[src/rtl/fetch_stage.sv]
// Instruction-fetch stage with IF/ID register and a one-entry skid buffer for decode stalls.
// Optional FETCH_PERF_CNT_EN adds saturating stall/bubble cycle counters.
module fetch_stage #(
  parameter int unsigned        DATA_W   = 16,
  parameter logic [DATA_W-1:0]  RESET_PC = '0,
  parameter int unsigned        PC_STEP  = 1
) (
  input  logic              clk,
  input  logic              rst_n,
  input  logic              StallF,
  input  logic              StallD,
  input  logic              redirect_valid,
  input  logic [DATA_W-1:0] redirect_pc,
  output logic              imem_req,
  output logic [DATA_W-1:0] imem_addr,
  input  logic              imem_ready,
  input  logic [DATA_W-1:0] imem_rdata,
  output logic [DATA_W-1:0] InstrD,
  output logic [DATA_W-1:0] PCPlus1D,
  output logic              ValidD
`ifdef FETCH_PERF_CNT_EN
  ,
  output logic [31:0]       stall_cycles,
  output logic [31:0]       bubble_cycles
`endif
);

  typedef enum logic [1:0] {
    BOOT    = 2'd0,
    IDLE    = 2'd1,
    REQ     = 2'd2,
    DISCARD = 2'd3
  } state_t;

  state_t            state;
  logic [DATA_W-1:0] pcf;
  logic [DATA_W-1:0] pc_inc;
  logic [DATA_W-1:0] skid_instr;
  logic [DATA_W-1:0] skid_pcp1;
  logic              skid_full;
  logic              skid_full_nxt;
  logic              xfer;
  logic              accept;
  logic              issue_ok;

  assign pc_inc = pcf + DATA_W'(PC_STEP);
  assign xfer   = imem_req && imem_ready;
  // Only a REQ transfer not killed by a same-cycle redirect carries a usable word.
  assign accept = xfer && (state == REQ) && !redirect_valid;

  always_comb begin
    skid_full_nxt = skid_full;
    if (redirect_valid) begin
      skid_full_nxt = 1'b0;
    end else if (StallD) begin
      if (accept) skid_full_nxt = 1'b1;
    end else begin
      skid_full_nxt = 1'b0;
    end
  end

  assign issue_ok = !StallF && !skid_full_nxt && !redirect_valid;

  // Request FSM; imem_req/imem_addr only change once the current transfer completes.
  always_ff @(posedge clk or negedge rst_n) begin
    if (!rst_n) begin
      state     <= BOOT;
      pcf       <= RESET_PC;
      imem_req  <= 1'b0;
      imem_addr <= RESET_PC;
    end else begin
      if (redirect_valid) begin
        pcf <= redirect_pc;
      end else if (accept) begin
        pcf <= pc_inc;
      end

      case (state)
        BOOT: begin
          state <= IDLE;
        end
        IDLE: begin
          if (issue_ok) begin
            state     <= REQ;
            imem_req  <= 1'b1;
            imem_addr <= pcf;
          end
        end
        REQ: begin
          if (xfer) begin
            if (issue_ok) begin
              imem_addr <= pc_inc;
            end else begin
              state    <= IDLE;
              imem_req <= 1'b0;
            end
          end else if (redirect_valid) begin
            state <= DISCARD;
          end
        end
        DISCARD: begin
          if (xfer) begin
            if (issue_ok) begin
              state     <= REQ;
              imem_addr <= pcf;
            end else begin
              state    <= IDLE;
              imem_req <= 1'b0;
            end
          end
        end
        default: begin
          state    <= IDLE;
          imem_req <= 1'b0;
        end
      endcase
    end
  end

  // Skid buffer catches a word that completes while decode is stalled.
  always_ff @(posedge clk or negedge rst_n) begin
    if (!rst_n) begin
      skid_full  <= 1'b0;
      skid_instr <= '0;
      skid_pcp1  <= '0;
    end else begin
      skid_full <= skid_full_nxt;
      if (!redirect_valid && StallD && accept) begin
        skid_instr <= imem_rdata;
        skid_pcp1  <= pc_inc;
      end
    end
  end

  // IF/ID register: redirect > stall > skid > new fetch > bubble.
  always_ff @(posedge clk or negedge rst_n) begin
    if (!rst_n) begin
      InstrD   <= '0;
      PCPlus1D <= '0;
      ValidD   <= 1'b0;
    end else if (redirect_valid) begin
      ValidD <= 1'b0;
    end else if (StallD) begin
      ValidD <= ValidD;
    end else if (skid_full) begin
      InstrD   <= skid_instr;
      PCPlus1D <= skid_pcp1;
      ValidD   <= 1'b1;
    end else if (accept) begin
      InstrD   <= imem_rdata;
      PCPlus1D <= pc_inc;
      ValidD   <= 1'b1;
    end else begin
      ValidD <= 1'b0;
    end
  end

`ifdef FETCH_PERF_CNT_EN
  // Saturating event counters; only reset clears them.
  always_ff @(posedge clk or negedge rst_n) begin
    if (!rst_n) begin
      stall_cycles  <= '0;
      bubble_cycles <= '0;
    end else begin
      if ((StallF || StallD) && (stall_cycles != 32'hFFFF_FFFF)) begin
        stall_cycles <= stall_cycles + 32'd1;
      end
      if ((state != BOOT) && !ValidD && (bubble_cycles != 32'hFFFF_FFFF)) begin
        bubble_cycles <= bubble_cycles + 32'd1;
      end
    end
  end
`endif

endmodule

[config.mk]
export PLATFORM = sky130hd
export DESIGN_NAME = fetch_stage
export DESIGN_NICKNAME = d
export VERILOG_FILES = /design/src/rtl/fetch_stage.sv
export SDC_FILE = /design/constraint.sdc
export NUM_CORES = 1
export LEC_CHECK = 0
export ABC_AREA = 1
export CAP_MARGIN = 20
export CORE_MARGIN = 2
export CORE_UTILIZATION = 52
export CTS_CLUSTER_DIAMETER = 80
export DETAILED_ROUTE_END_ITERATION = 12
export GPL_ROUTABILITY_DRIVEN = 0
export MAX_ROUTING_LAYER = met4
export PLACE_DENSITY = 0.85
export SKIP_LAST_GASP = 1
export SYNTH_ARGS = -nofsm -noshare
export SYNTH_HDL_FRONTEND = slang
export SYNTH_SLANG_ARGS = --single-unit
[constraint.sdc]
create_clock -name clk -period 1.9 [get_ports clk]
set_clock_uncertainty 0.2 [all_clocks]
set_input_delay 0.19 -clock clk [delete_from_list [all_inputs] [get_ports clk]]
set_output_delay 0.19 -clock clk [all_outputs]
set_load 0.05 [all_outputs]
Yosys cells after proc, flatten, opt, wreduce, memory -nomap -nowiden

Index checks and enable logic that the tools add are counted.

$add $sub $neg: 1
Multiply operators: 0
Div/mod/pow operators: 0
Magnitude comparators: 0
Equal/unequal tests: 12
Shifts and indexed selects: 0
Multiplexer cells: 28
Bitwise logic cells: 2
Reduce and logical (&&, ||, !) cells: 20

Operators with widths:

| kind                                                                  | count |
|---|---|
| 16-bit 2-to-1 mux                                                     | 9 |
| 16-bit one-hot mux with 3 select lines                                | 1 |
| 16-bit by 1-bit adder with 16-bit output, second input constant       | 1 |
| 2-bit 2-to-1 mux                                                      | 6 |
| 4-bit AND reduction                                                   | 3 |
| 1-bit 2-to-1 mux                                                      | 10 |
| 2-bit != test, second input constant                                  | 5 |
| 2-bit one-hot mux with 4 select lines                                 | 1 |
| 1-bit logical AND                                                     | 7 |
| 3-bit != test, second input constant                                  | 2 |
| 2-bit nonzero test                                                    | 3 |
| 2-bit equality test, second input constant                            | 2 |
| 2-bit by 1-bit != test with 1-bit output, second input constant       | 2 |
| 1-bit zero test                                                       | 3 |
| 3-bit AND reduction                                                   | 1 |
| 3-bit nonzero test                                                    | 1 |
| 2-bit by 1-bit equality test with 1-bit output, second input constant | 1 |
| 2-bit zero test                                                       | 1 |
| 1-bit NOT                                                             | 2 |
| 1-bit one-hot mux with 2 select lines                                 | 1 |
| 2-bit OR reduction                                                    | 1 |

Flip-flop bits (word level): 101
Bits in latches: 0
RAM bits: 0
Memory bits (read-only): 0
Output and inout bits: 50
Memories: 0

Longest topological paths before layout

Word-level depth: 12
Gate-level depth with buffers: 11

Least setup slack after synthesis

No wires, ideal clock.

Kind: register to register
From: reg imem_req
To: reg imem_addr[3]
Arrival: 1.707 ns
Slack: -0.131 ns
Stages on the path, launching flop included: 12
Buffers on the path: 1
Cell sequence: dfrtp_1 -> nand2_1 -> inv_1 -> nand3_2 -> nand2_2 -> nand2_1 -> nand3_2 -> nor2_4 -> inv_4 -> buf_6 -> nand2_1 -> nand2_1

Word-level cells in the longest chain between the ends: 12
Elaborated cells on any way between the ends: 16
Classes of those cells: eq/ne (3); mux (6); reduce/logical (7)

RTL lines:

| element                                | RTL line | source |
|---|---|---|
| start: declaration                     | 14       | `output logic imem_req,` |
| start signal: assignment               | 69       | `imem_req <= 1'b0;` |
| start signal: assignment               | 85       | `imem_req <= 1'b1;` |
| start signal: assignment               | 95       | `imem_req <= 1'b0;` |
| 1-bit logical AND *                    | 47       | `assign xfer = imem_req && imem_ready;` |
| 1-bit logical AND (2 in a row)         | 49       | `assign accept = xfer && (state == REQ) && !redirect_valid;` |
| 1-bit 2-to-1 mux                       | 56       | `if (accept) skid_full_nxt = 1'b1;` |
| 1-bit 2-to-1 mux                       | 55       | `end else if (StallD) begin` |
| 1-bit 2-to-1 mux                       | 53       | `if (redirect_valid) begin` |
| 1-bit zero test                        | 62       | `assign issue_ok = !StallF && !skid_full_nxt && !redirect_valid;` |
| 1-bit logical AND (2 in a row)         | 62       |  |
| 16-bit 2-to-1 mux (2 in a row)         | -        |  |
| 16-bit one-hot mux with 3 select lines | -        |  |
| end signal: assignment                 | 86       | `imem_addr <= pcf;` |
| end signal: assignment                 | 92       | `imem_addr <= pc_inc;` |
| end signal: assignment                 | 105      | `imem_addr <= pcf;` |
| end: declaration                       | 15       | `output logic [DATA_W-1:0] imem_addr,` |

Mark *: on every way between the ends. The rest lies on a longest branch, timed or not. The select of a mux whose other input is x is not followed.
A chain may end at the register's enable or synchronous reset.

Final worst setup path

From: reg pcf[1]
To: reg PCPlus1D[13]

Word-level cells in the longest chain between the ends: 3

RTL lines:

| element                                  | RTL line | source |
|---|---|---|
| start: declaration                       | 36       | `logic [DATA_W-1:0] pcf;` |
| start signal: assignment                 | 73       | `pcf <= redirect_pc;` |
| start signal: assignment                 | 75       | `pcf <= pc_inc;` |
| 16-bit by 1-bit adder with 16-bit output | 46       | `assign pc_inc = pcf + DATA_W'(PC_STEP);` |
| 16-bit 2-to-1 mux                        | 149      | `end else if (accept) begin` |
| 16-bit 2-to-1 mux                        | 145      | `end else if (skid_full) begin` |
| end signal: assignment                   | 147      | `PCPlus1D <= skid_pcp1;` |
| end signal: assignment                   | 151      | `PCPlus1D <= pc_inc;` |
| end: declaration                         | 19       | `output logic [DATA_W-1:0] PCPlus1D,` |

Every way passes these cells. The select of a mux whose other input is x is not followed.

==> flow_summary.ini <==
[status]
status = complete, no violations

[detailed_routing]
drtIter0Drc = 385
drtAntennaViolNets = 0
firstDrtPassIters = 7
vias = 4470
wl_per_cell_um = 15.74
via_per_inst = 5.532
drc = 0
drt_wl_total_um = 12720

[sta]
hold_violations = 0
fin_crit_ns = 1.884
tightestPinTransition_ns = 0.5075
setup_ws_ns = 0.01617
setup_violations = 0
whs_ns = 0.1167
rsz0062_at_grt = yes
period_share = 0.9915
finalMaxSlewViolations = 0
fmax_mhz = 530.8
slew_headroom = 0.6617
fin_setup_tns_ns = 0

[die]
core_um2 = 8806
die_w_um = 99.64
initial_core_util = 0.5401
num_rows = 34
die_area_um2 = 9927
io_pins = 88
die_h_um = 99.64

[grt]
grt_pass1_wl_um = 20930
overflow = 0
grt_pass1_vias = 4478
antenna_found_initial = 0
grt_max_degree = 40
grt_usage = 0.2731

[synth]
synth_xor_area_frac = 0.01473
synth_compound_area_frac = 0.1265
synth_fa_ha_area_frac = 0.002631
synth_top_family_by_area = simple AND/OR/NAND/NOR gates
syn-num-nets = 623
syn-instance-count = 584
netlist_area_um2 = 4756
ys_seq_area_frac = 0.5314
syn_avg_cell_area_um2 = 8.144
yosysUniqueCellTypes = 27
ys_ff_latch = 101
synthSimpleGateAreaFrac = 0.2602
yosysWarnings = 0
synth.area.mux_share = 0

[setup_path]
crit_chain = buf_4 -> nand3_1 -> nor2_2 -> buf_4 -> nand3_1 -> xor2_1 -> o21ai_0 -> nand2_1
critPathKind = reg2reg
cp.arrival_ns = 1.93
worst_path_largest_cell_delay_ns = 0.41
critPathSlowestCell = dfrtp_1
required_ns = 1.95
path_buf_inv = 2
startpoint_type = flop
critPathMaxFanout = 3
crit_family = simple AND/OR/NAND/NOR gates
cp-end-kind = flop

[final_layout]
drive_above_1_share = 0.1771
n_antenna_cell = 0
layout.nets = 734
syn2layout_area_growth_pct = 29.68
stdcell_area_um2 = 6167
nFillCells = 670

[clock_tree]
clock_sinks = 101
h-tree-depth = 3
cts_buffers = 9
cts_buffer_depth = 2
worstSkewPairLatency_ns = 0.37
cts-root-buf = clkbuf_8
path_clk_slew_ns = 0.10
cts_tree = yes

[power_and_ir_drop]
powerDensity_nw_per_um2 = 1500
ir_worst_vdd_v = 0.0009653
p_int_mw = 5.019
sequentialPowerShare = 0.370
p_switching_mw = 4.229
total_power_mw = 9.248
pwr-share-clk = 0.169
switching_share = 0.4573
pwr-share-comb = 0.461
total_leakage_power_nw = 3.111

[worst_hold_path]
min_path_type = in2async

[place]
port_buffers = 87
place_ws_ns = -0.1279
dpl_cell_area_um2 = 5828
hpwlAfterDp_um = 9073

[run]
cap_violations = 0
-- path summary, 6_finish.rpt --
kind	cells past startpoint	endpoint	slack, ns	start
worst min-delay path	2	state[1]	0.12	rst_n
min in group clk	3	skid_instr[15]	0.18	imem_rdata[15]
worst max register to register	8	PCPlus1D[13]	0.02	pcf[1]
worst min register to register	2	skid_instr[15]	0.28	skid_instr[15]
max in group asynchronous	3	skid_instr[1]	0.78	rst_n
worst max-delay path	8	PCPlus1D[13]	0.02	pcf[1]
-- per-stage QoR --
stage / std cells / util
5_1_grt: 808 / 0.7003
2_1_floorplan: 584 / -
3_5_place_dp: 785 / 0.6618
6_report: 808 / 0.7003
3_3_place_gp: 785 / 0.6618
4_1_cts: 805 / 0.6922
-- registers in the layout (all words and copies together) (netlist names) --
register and flops:
InstrD 16, PCPlus1D 16, ValidD 1, imem_addr 16, imem_req 1, pcf 16, skid_full 1, skid_instr 16
skid_pcp1 16, state 2
-- cell usage in the layout (no fill, tap or decap), types with 3 or more instances in the layout --
cell type / synthesis / layout
a21oi_1: 19 / 19
a31oi_1: 15 / 15
a31oi_2: 4 / 4
buf_12: 0 / 4
buf_4: 3 / 72
clkbuf_8: 0 / 10
clkdlybuf4s50_1: 0 / 36
dfrtp_1: 101 / 98
dfrtp_2: 0 / 3
dlygate4sd2_1: 0 / 13
inv_1: 37 / 37
nand2_1: 231 / 228
nand2_2: 1 / 4
nand3_1: 17 / 16
nand3_2: 2 / 3
nand4_1: 5 / 5
nor2_1: 43 / 41
nor2_4: 2 / 3
o211ai_1: 23 / 23
o21ai_0: 33 / 24
o21ai_1: 0 / 7
o22ai_1: 4 / 4
xor2_1: 8 / 6
-- routing by layer --
| metal | vias up | GRT usage | wire, um |
|---|---|---|---|
| met4 | 0 | 0.1159 | 331 |
| li1 | 2111 | - | - |
| met1 | 2158 | 0.3583 | 5310 |
| met5 | - | - | 0 |
| met2 | 171 | 0.4324 | 6338 |
| met3 | 30 | 0.03373 | 737 |
-- layout make-up --
class / instances / area [um^2] / area share
inverter: 41 / 158.9 / 0.02577
timing repair buffer: 128 / 1127 / 0.1828
tap: 108 / 135.1 / 0.02191
sequential: 101 / 2531 / 0.4104
multi-input combinational: 414 / 1983 / 0.3216
clock inverter: 6 / 93.84 / 0.01522
clock buffer: 10 / 137.6 / 0.02232
-- cell usage after synthesis --
library cell | number | area share
nand2_1 | 231 | 0.18
dfrtp_1 | 101 | 0.53
nor2_1 | 43 | 0.034
inv_1 | 37 | 0.029
o21ai_0 | 33 | 0.035
o211ai_1 | 23 | 0.036
a21oi_1 | 19 | 0.020
clkbuf_1 | 17 | 0.013
nand3_1 | 17 | 0.018
a31oi_1 | 15 | 0.020
xor2_1 | 8 | 0.015
nand4_1 | 5 | 0.0066
a31oi_2 | 4 | 0.011
buf_6 | 4 | 0.0095
nor3_1 | 4 | 0.0042
o22ai_1 | 4 | 0.0053
buf_2 | 3 | 0.0032
buf_4 | 3 | 0.0047
inv_2 | 3 | 0.0024
nand3_2 | 2 | 0.0042
nor2_4 | 2 | 0.0047
buf_1 | 1 | 0.00079
ha_1 | 1 | 0.0026
inv_4 | 1 | 0.0013
nand2_2 | 1 | 0.0013
nand3_4 | 1 | 0.0037
or2_2 | 1 | 0.0013
-- cells by family (layout without fill, tap and decap cells) --
group / count (synthesis) / after routing
AOI/OAI and AO/OA: 98 / 98
adders and majority gates: 1 / 1
buffers and inverters: 69 / 185
xor gates and xnor gates: 8 / 8
and+or+nand+nor: 307 / 307
DFF: 101 / 101
-- power groups by stage --
stage	Combinational (mW)	Sequential [mW]	Clock [mW]
after floorplan	1.21	5.05	0
after global placement	4.18	3.42	0
after detailed placement	4.28	3.45	0
after CTS	4.22	3.41	1.56
after global routing	4.56	3.52	1.67
final	4.26	3.42	1.56
-- what timing repair did --
item                                    CTS  global route
endpoints found under the setup margin   21            61
hold endpoints to repair                 66             0
gates resized for setup                  19            20
pin swaps                                 1             4
setup buffers                             3             3
hold buffers                              1             0
Power figures use the tool's default switching activity.
==> RTL edit 1, RTL diff (config.mk and constraints unchanged) <==
Set the parameter `DATA_W` to 18 (it was 16).
--- a/src/rtl/fetch_stage.sv
+++ b/src/rtl/fetch_stage.sv
@@ -3,3 +3,3 @@
 module fetch_stage #(
-  parameter int unsigned        DATA_W   = 16,
+  parameter int unsigned        DATA_W   = 18,
   parameter logic [DATA_W-1:0]  RESET_PC = '0,
Ports: changed (5 resized); port bits go from 88 to 98. No check against the original RTL was run, so the function may have changed too.
==> RTL edit 1 against the unedited design <==
The run now ends with negative setup slack left. Routed wire length grew 32%. Sequential cell count grew 12. Setup slack lost 0.035 ns. Via count grew 22%. Synthesized area grew 12%. Sequential power grew 18%. Power grew 33%. Combinational power grew 17%. Cell area grew 19%. Sequential share of layout area shrank 2.6 points. Critical path type unchanged. Critical endpoint is now pcf[11]. Highest routed layer unchanged.
==> RTL edit 1: results (changes against the unedited design) <==
[run_status]
status=complete, but fails checks
violations=negative setup slack

[global_routing]
grtUsageTotal_pct=29.8  ; +2.5 points
grt_max_degree=42  ; +5.0%
grt_pass1_wl_um=25100  ; +20%
grt_use_met3_pct=5.12  ; +1.7 points
grt_pass1_vias=5325  ; +19%
use_met2_pct=48.9  ; +5.7 points
globalRouteMet1Util_pct=34.9  ; -0.93 points

[placed_design]
place_worst_setup_slack_ns=-0.0828  ; +0.0451 ns
dpl.cell_count=893  ; +14%

[sta]
fin_hold_ws_ns=0.0385  ; -0.0782 ns
layout_setup_ws_ns=-0.0189  ; -0.0351 ns
finalSetupViolCount=1  ; +1
worstMarginPinSlew_ns=0.542  ; +0.0341 ns

[power]
vdd.ir_drop.worst_mv=0.955  ; -1.0%
p_switching_mw=5.24  ; +24%
power_leakage_nw=3.67  ; +18%

[synthesis]
synthAdderAreaFrac_pct=0.235  ; -0.028 points
synth-seq-area-share_pct=53.2  ; about the same
synth_nets=697  ; +12%
yosysUniqueCellTypes=31  ; +15%
synth_compound_area_share_pct=11.7  ; -0.97 points

[setup_path]
arrival_ns=2.13  ; +0.20 ns
critPathCapture=pcf[11]
r2r_start=pcf[0]
slowest_delay_ns=0.44  ; +0.03 ns

[drt]
wl_met2_um=8310  ; +31%
met1Wirelength_um=6310  ; +19%
first_pass_iters=6  ; -1
dr_wl_met3_um=1210  ; +65%

[cells_and_area]
fin_nets=833  ; +13%
fillCellCount=631  ; -5.8%
finalNonFillerCells=936  ; +16%

[clocking]
cts_resized=21  ; +2
insertion_delay_ns=0.53  ; +0.16 ns
path_clk_slew_ns=0.06  ; -0.04 ns
numCtsBuffers=17  ; +8
cts_setup_buffers=2  ; -1

[hold_path]
hold_class=in -> reg

[RTL edit 1: cell count changes in the layout (fill, tap and decap cells not counted), moves of 5 or more]
cell / before / now
a21oi_1: 19 / 24
a31oi_1: 15 / 21
buf_4: 72 / 82
clkbuf_16: 0 / 17
clkbuf_8: 10 / 2
dfrtp_1: 98 / 112
nand2_1: 228 / 252
o211ai_1: 23 / 16
o21ai_1: 7 / 21
[RTL edit 1: power groups by stage]
stage | Clock, mW | Combinational [mW] | Sequential, mW
6_report | 3.31 | 4.97 | 4.02
3_5_place_dp | 0 | 4.87 | 4.00
5_1_grt | 3.41 | 5.27 | 4.12
2_1_floorplan | 0 | 1.41 | 5.75
3_3_place_gp | 0 | 4.74 | 3.96
4_1_cts | 3.30 | 4.84 | 3.98
[RTL edit 1: worst min-delay path by stage]
stage / start / endpoint / depth (start not counted)
6_report: imem_rdata[1] / skid_instr[1] / 3
3_5_place_dp: rst_n / pcf[17] / 1
4_1_cts: imem_rdata[14] / skid_instr[14] / 3
2_1_floorplan: rst_n / InstrD[0] / 0
3_3_place_gp: rst_n / pcf[17] / 1
5_1_grt: imem_rdata[11] / skid_instr[11] / 3
[RTL edit 1: cell families (layout without fill, tap and decap cells)]
| kind of cell | Yosys count | in the layout |
|---|---|---|
| AND/OR/NAND/NOR | 347 | 347 |
| flip-flops | 113 | 113 |
| AO/OA/AOI/OAI | 109 | 109 |
| buffers and inverters | 72 | 221 |
| XOR/XNOR | 10 | 10 |
| multiplexers | 2 | 2 |
| adder cells (fa/ha/maj) | 1 | 1 |
[RTL edit 1: area by class of cell]
cell class                      instances  share of cell area (%)
Sequential cell                       113                    38.5
Multi-Input combinational cell        469                    30.3
Timing Repair Buffer                  149                    18.4
Clock buffer                           18                    5.82
Clock inverter                         14                    2.57
Tap cell                              133                    2.26
Inverter                               40                    2.18
==> RTL edit 2, RTL diff (same flow settings) <==
Without the edit above. Encoding of `state_t`: now one-hot (4 bits for 4 states).
--- a/src/rtl/fetch_stage.sv
+++ b/src/rtl/fetch_stage.sv
@@ -27,7 +27,7 @@
 
-  typedef enum logic [1:0] {
-    BOOT    = 2'd0,
-    IDLE    = 2'd1,
-    REQ     = 2'd2,
-    DISCARD = 2'd3
+  typedef enum logic [3:0] {
+    BOOT    = 4'b0001,
+    IDLE    = 4'b0010,
+    REQ     = 4'b0100,
+    DISCARD = 4'b1000
   } state_t;
Function: same outputs for any inputs over 4 cycles, from zero or initial values and one cycle with rst_n low; so few cycles prove little.
==> RTL edit 2 against the unedited design <==
The flow now finishes with violations (negative setup slack). Setup slack got worse by 0.062 ns. Critical path depth fell by 3. Power fell by 22%. Global-route usage fell by 0.53 points. Sequential power fell by 15%. Synthesized area rose by 5.9%. Cell area rose by 3.3%. Sequential cell count rose by 2. Routed wire length rose by 4.5%. Largest cell class unchanged.
==> RTL edit 2: results (changes against the unedited design) <==
[run_status]
status=complete, but fails checks
violations=negative setup slack

[clocking]
cts_setup_buffers=0  ; -3
numCtsBuffers=9  ; unchanged
cts_resized=14  ; -5
cts.path.max_buffers=2  ; unchanged

[synthesis]
synth.area.mux_share_pct=0.398  ; +0.40 points
synth_xor_area_share_pct=1.91  ; +0.44 points
yosysUniqueCellTypes=45  ; +67%
synthArstFlopShare_pct=100  ; unchanged
synth_compound_area_share_pct=13.3  ; +0.64 points
synth-seq-area-share_pct=51.2  ; -1.9 points
synth.area.top_cells=dfrtp_1 51%, nand2_1 14%, nor2_1 3.4%, a31oi_1 2.6%, o21ai_0 2.6%
netlist_instances=588  ; +0.68%

[cells_and_area]
layout-drive-gt1-share_pct=23.0  ; +5.3 points
comb.multi_input.count=421  ; +1.7%
fillCellCount=717  ; +7.0%
multi_input_area_um2=2210  ; +12%
sh_seq_area_pct=40.5  ; -0.50 points
clockNetworkAreaShare_pct=3.16  ; -0.59 points
buffers=120  ; -6.3%
post-route-util_pct=68.3  ; -1.7 points
inv_count=36  ; -12%
finalNonFillerCells=825  ; +2.1%
fin_nets=730  ; -0.54%
nFlopsAndLatches=103  ; +2.0%

[sta]
finalSetupViolCount=3  ; +3
layout_setup_ws_ns=-0.0458  ; -0.0620 ns
fin_hold_ws_ns=0.130  ; +0.0134 ns
tns_ns=-0.0590  ; -0.0590 ns

[global_routing]
grtUsageTotal_pct=26.8  ; -0.53 points
grt_max_degree=39  ; -2.5%
grt_pass1_wl_um=21000  ; +0.46%
grt_pass1_vias=4381  ; -2.2%
antenna_found_initial=0  ; unchanged

[drt]
wirelength_um=13300  ; +4.5%
num_vias=4539  ; +1.5%
drt_iter0_drc=343  ; -11%
first_pass_iters=6  ; -1

[power]
power_leakage_nw=3.16  ; +1.6%
vdd.ir_drop.worst_mv=0.607  ; -37%
seq-power_mw=2.91  ; -15%
p_int_mw=4.14  ; -18%
p_comb_mw=2.83  ; -34%
power_density_nw_per_um2=1130  ; -25%

[placed_design]
place_worst_setup_slack_ns=-0.173  ; -0.0450 ns

[setup_path]
slowest_delay_ns=0.50  ; +0.09 ns
arrival_ns=2.03  ; +0.10 ns
crit_path_max_fanout=6  ; +3
reg2regPathDepth=5  ; -3
reg2reg_to=skid_pcp1[6]

[floorplan]
row_count=35  ; +2.9%

## RTL edit 2: logic make-up after synthesis
group | Yosys count
buffers and inverters | 64
XOR/XNOR | 11
flip-flops | 103
other | 1
AND/OR/NAND/NOR | 295
adder cells (fa/ha/maj) | 1
multiplexers | 2
AO/OA/AOI/OAI | 111
## RTL edit 2: per-layer routing
metal	share of wire [%]	GRT usage, %	up-vias
met5	0	-	-
met2	51	43.5	205
met4	2.4	10.9	0
met1	40	34.7	2175
met3	6.3	2.80	38
li1	-	-	2121
## RTL edit 2: worst max-delay path by stage
stage / start / end / slack (ns)
after floorplan: imem_req / imem_addr[1] / 0.05
after global routing: pcf[1] / skid_pcp1[6] / -0.09
after detailed placement: redirect_valid / state[3] / -0.17
after CTS: pcf[4] / imem_addr[10] / 0.001
final: pcf[3] / skid_pcp1[6] / -0.05
after global placement: redirect_valid / imem_addr[15] / -0.13
